File: config.mk
export PLATFORM = sky130hd
export DESIGN_NAME = dot_accumulator
export DESIGN_NICKNAME = d
export VERILOG_FILES = /design/src/rtl/dot_accumulator.sv
export SDC_FILE = /design/constraint.sdc
export NUM_CORES = 1
export LEC_CHECK = 0
export BUFFER_PORTS_ARGS = -buffer_cell sky130_fd_sc_hd__buf_2
export CELL_PAD_IN_SITES_DETAIL_PLACEMENT = 1
export CELL_PAD_IN_SITES_GLOBAL_PLACEMENT = 1
export CORE_AREA = 2 2 87 89
export CTS_CLUSTER_DIAMETER = 30
export DETAILED_ROUTE_END_ITERATION = 7
export DIE_AREA = 0 0 89 91
export PLACE_DENSITY = 0.78
export RECOVER_POWER = 50
export SLEW_MARGIN = 20
export SYNTH_ARGS = -nofsm -noshare
export SYNTH_HDL_FRONTEND = slang
export SYNTH_SLANG_ARGS = --single-unit
File: constraint.sdc
create_clock -name clk -period 3.1 [get_ports clk]
set_input_delay 0 -clock clk [delete_from_list [all_inputs] [get_ports clk]]
set_output_delay 0 -clock clk [all_outputs]
set_load 0.02 [all_outputs]
File: src/rtl/dot_accumulator.sv
// rtl/dot_accumulator.sv - saturating signed product accumulator with framed valid/ready result
module dot_accumulator #(
  parameter int ACC_W = 24,
  parameter int CNT_W = 8
) (
  input  logic             clk,
  input  logic             rst_n,
  input  logic [15:0]      prod_in,
  input  logic             prod_valid,
  input  logic             prod_last,
  output logic             prod_ready,
  output logic [ACC_W-1:0] acc_out,
  output logic [CNT_W-1:0] cnt_out,
  output logic             ovf,
  output logic             acc_valid,
  input  logic             acc_ready
);

  typedef enum logic [1:0] {IDLE, ACCUM, DONE} state_t;

  localparam logic [ACC_W-1:0] ACC_MAX = {1'b0, {(ACC_W-1){1'b1}}};
  localparam logic [ACC_W-1:0] ACC_MIN = {1'b1, {(ACC_W-1){1'b0}}};
  localparam logic [CNT_W-1:0] CNT_ONE = {{(CNT_W-1){1'b0}}, 1'b1};

  state_t           state_q, state_d;
  logic [ACC_W-1:0] acc_q, acc_d;
  logic [CNT_W-1:0] cnt_q, cnt_d;
  logic             ovf_q, ovf_d;
  logic             accept;
  logic [ACC_W:0]   sum;

  assign accept = prod_valid & prod_ready;

  // One guard bit above the accumulator: the top two bits disagree exactly on overflow.
  assign sum = {acc_q[ACC_W-1], acc_q} + {{(ACC_W+1-16){prod_in[15]}}, prod_in};

  always_ff @(posedge clk) begin
    if (!rst_n) begin
      state_q <= IDLE;
      acc_q   <= '0;
      cnt_q   <= '0;
      ovf_q   <= 1'b0;
    end else begin
      state_q <= state_d;
      acc_q   <= acc_d;
      cnt_q   <= cnt_d;
      ovf_q   <= ovf_d;
    end
  end

  always_comb begin
    state_d = state_q;
    case (state_q)
      IDLE:    if (accept) state_d = prod_last ? DONE : ACCUM;
      ACCUM:   if (accept && prod_last) state_d = DONE;
      DONE:    if (acc_ready) state_d = IDLE;
      default: state_d = IDLE;
    endcase
  end

  always_comb begin
    acc_d = acc_q;
    cnt_d = cnt_q;
    ovf_d = ovf_q;
    if (state_q == DONE) begin
      if (acc_ready) begin
        acc_d = '0;
        cnt_d = '0;
        ovf_d = 1'b0;
      end
    end else if (accept) begin
      if (sum[ACC_W] != sum[ACC_W-1]) begin
        acc_d = sum[ACC_W] ? ACC_MIN : ACC_MAX;
        ovf_d = 1'b1;
      end else begin
        acc_d = sum[ACC_W-1:0];
      end
      if (cnt_q != {CNT_W{1'b1}}) cnt_d = cnt_q + CNT_ONE;
    end
  end

  // Handshake outputs come straight from the state register, never from acc_ready.
  always_comb begin
    prod_ready = 1'b1;
    acc_valid  = 1'b0;
    if (state_q == DONE) begin
      prod_ready = 1'b0;
      acc_valid  = 1'b1;
    end
  end

  assign acc_out = acc_q;
  assign cnt_out = cnt_q;
  assign ovf     = ovf_q;

endmodule
==> Implementation_results.wiki <==
{| class="wikitable"
! Metric !! Value
|-
| Most used routing layer in global routing || met2
|-
| Number of enable-type register cells in the synthesized netlist || 0
|-
| Deepest clock path buffer count || 2
|-
| Global-route wire length before repair || 13.90 mm
|-
| Maximum number of pins on one net before global-route repair || 45
|-
| Setup repair after global routing missed its margin || no
|-
| Drt wl/cell || 16.94 um
|-
| Total count of hold-check failures in the final report || 0
|-
| Hold/Removal Path Class || input pin to flop
|-
| Initial antenna violation count || 0
|-
| Estimated wirelength of the detail-placed design || 6.375 mm
|-
| Die height || slightly above 90 um
|-
| Mean instance size in the synthesized netlist || between 8 and 9 sq um
|-
| Warnings from Yosys || 0
|-
| Transition time at the pin with the least slew margin || 570.6 ps
|-
| Cell Chain, Critical Path || ha_1 -> and3_4 -> nor2b_1 -> o21ai_0 -> a211o_1 -> nand3_2 -> a2111o_1 -> nand3_4 -> buf_4 -> a22oi_2
|-
| Global-route met2 utilization || 36.32%
|-
| # DRC || 0
|-
| Net count after synthesis || 379
|-
| Core ar. || 0.007137 sq mm
|-
| Final weighted congestion in routability-driven placement || ~0.85
|-
| Die X-Extent || 89 um
|-
| Worst IR Drop VDD || around 0.00029 V
|-
| Die footprint || about 0.0081 sq mm
|-
| Placement Setup Slack || 171.5 ps
|-
| Most frequently used flop master after synthesis || dfxtp_1
|-
| Clock Sinks || 35
|-
| Via count || 2813
|-
| Fin worst setup slack || approximately 130 ps
|-
| First-pass DRT Iterations || 4
|-
| Post-CTS Setup Inserts || 0
|-
| Cell at the root of the clock tree || clkbuf_8
|-
| Insertion delay to the later sink of the worst-skew pair || between 200 and 300 ps
|-
| Crit path max-delay cell type || a2111o_1
|-
| Critical Path Start Type || flop
|-
| Inserted Clock Buffers || 5
|-
| M3 GR Usage || 2.182%
|-
| Largest stage delay, worst path || between 400 and 500 ps
|-
| Port buffer count || 55
|-
| Initial detailed-routing violation count || 48
|-
| Via count of the first global-routing pass || between 2000 and 3000
|-
| Data arrival at the endpoint of the critical path || 3140 ps
|-
| Leakage || 1.428 nW
|-
| H-tree level count || 2
|-
| Fraction of final layout cells sized beyond drive strength 1 || around a fifth
|-
| Normalized max-slew margin || roughly 61%
|-
| Final setup TNS || 0 ps
|-
| Reg clk slew, reported paths || approximately 80 ps
|-
| Boundary Pins || 56
|-
| DRT Wirelength || 8.351 mm
|-
| Number of instances in the synthesized netlist || 332
|-
| Mean number of vias per cell || 5.706
|-
| Antenna diode count || 0
|-
| Maximum capacitance violations || 0
|-
| Grt total ovfl || 0
|-
| Maximum clock frequency || between 300 and 400 MHz
|-
| TritonCTS clock tree || built
|-
| Met1 Usage GRT || 27.92%
|-
| Number of distinct library cell variants in the gate-level netlist after synthesis || 66
|-
| Row count || 31
|-
| Final Skew || around 6.7 ps
|-
| Run status || finished, final reports clean
|-
| Global router's overall resource usage || a little over a fifth
|-
| Final clock period utilization by the worst path || 95.89%
|-
| Final Setup Violations || 0
|-
| Crit path time final || slightly below 3000 ps
|-
| Number of nets still failing antenna checks after routing || 0
|-
| Proportion of synthesized chip area in sequential cells || approximately a quarter
|-
| Number of storage elements in the synthesis netlist || 35
|-
| Nets@finish || 440
|-
| Top library cells by usage in the layout, fill and taps aside || nand2_1, a21oi_1, dfxtp_1
|-
| Cell area power density || 818.4 mW/mm^2
|-
| Commonest non-fill, non-tap cell in the layout || nand2_1
|-
| P&R area growth vs syn || 16.94%
|-
| Initial Utilization || 41.09%
|-
| Required @ worst endpoint || between 3000 and 4000 ps
|-
| Largest fanout on the critical path || 7
|-
| Netlist Area Pre-Place || 0.002933 sq mm
|-
| Proportion of register bits with asynchronous set or reset after synthesis || 0%
|-
| Crit path capture type || flop
|-
| Number of pins with negative max-slew slack in the final report || 0
|-
| Setup CP Type || flop to flop
|}
## layout make-up
type	instances	area (sq um)
multi-input combinational	273	2095
fill	893	3707
clock inverter	3	43.79
clock buffer	5	68.82
tap	99	123.9
inverter	10	37.54
timing repair buffer	68	360.3
sequential	35	700.7
## timing repair
action | in CTS | in global routing
setup endpoints to repair | 0 | 3
hold endpoints to repair | 3 | 0
resized for setup | 0 | 0
hold buffers | 1 | 0
## Yosys cell counts, types with 2 or more instances
| cell | number | area, sq um |
|---|---|---|
| nand2_1 | 41 | 153.9 |
| buf_6 | 2 | 22.52 |
| o21bai_2 | 2 | 22.52 |
| buf_2 | 4 | 20.02 |
| o211ai_1 | 2 | 15.01 |
| a31oi_2 | 3 | 37.54 |
| and3b_1 | 2 | 17.52 |
| nand2b_1 | 2 | 12.51 |
| nand3_1 | 8 | 40.04 |
| xnor2_1 | 13 | 113.9 |
| a21o_1 | 10 | 75.07 |
| o21a_1 | 4 | 30.03 |
| and2_1 | 3 | 18.77 |
| o31ai_4 | 2 | 42.54 |
| a21oi_1 | 36 | 180.2 |
| o2111ai_2 | 2 | 30.03 |
| a311oi_1 | 2 | 17.52 |
| a22oi_2 | 18 | 225.2 |
| ha_1 | 25 | 312.8 |
| nor3_1 | 3 | 15.01 |
| a31oi_1 | 2 | 12.51 |
| a211oi_1 | 3 | 22.52 |
| a32oi_1 | 3 | 26.28 |
| nor2b_1 | 4 | 25.02 |
| a41oi_1 | 2 | 17.52 |
| dfxtp_1 | 35 | 700.7 |
| inv_1 | 10 | 37.54 |
| nand4_1 | 3 | 18.77 |
| o21ai_0 | 8 | 40.04 |
| nor2_1 | 20 | 75.07 |
| a21boi_0 | 4 | 30.03 |
| xor2_1 | 12 | 105.1 |
| and3_1 | 4 | 25.02 |
| clkbuf_1 | 6 | 22.52 |
## routing by layer
layer	vias up	wire, um
met5	-	0
li1	1354	-
met2	59	4198
met1	1386	3789
met4	0	172
met3	14	190
## per-stage QoR
stage	std cells	cell area, sq um	utilization [%]	hold slack [ps]	power [W]
after floorplan	332	2933	-	121.7	0.001947
after global placement	484	3347	46.90	280.3	0.002331
after detailed placement	484	3347	46.90	286.6	0.002392
after CTS	493	3470	48.62	18.83	0.002844
after global routing	493	3430	48.05	30.83	0.003013
final	493	3430	48.05	30.16	0.002807
## path summary, 6_finish.rpt
kind,slack [ps],depth (start not counted),from,to
setup / recovery,130,10,acc_out[11],acc_out[20]
hold / removal,30,3,prod_valid,state_q[0]
setup reg to reg,130,10,acc_out[11],acc_out[20]
hold reg to reg,480,1,state_q[1],state_q[0]
## cell families after synthesis
group | share of synthesized area [%]
AO/OA/AOI/OAI | 34.39
AND/OR/NAND/NOR | 16.94
flip-flops | 23.89
XOR/XNOR | 8.405
adder cells (fa/ha/maj) | 11.35
buffers and inverters | 4.693
multiplexers | 0.3413
## report_power, final
group	switching [W]	leakage [nW]	internal [W]
combinational	0.00103	1.08	0.000686
sequential	0.000110	0.287	0.000555
clock	0.000182	0.0581	0.000240
## critical path: cells and delay by family, from the launching register on
kind / cells / cell delay [ps]
adder cells (fa/ha/maj): 1 / 320
AND/OR/NAND/NOR: 4 / 730
buffers and inverters: 1 / 180
flip-flops: 1 / 410
AO/OA/AOI/OAI: 4 / 1200
## flip-flops by register name, summed over array words and instances, names as in the netlist
| signal | flops |
|---|---|
| acc_out | 24 |
| state_q | 2 |
| ovf | 1 |
| cnt_out | 8 |
Note: power is estimated with default switching activity, not from simulation.
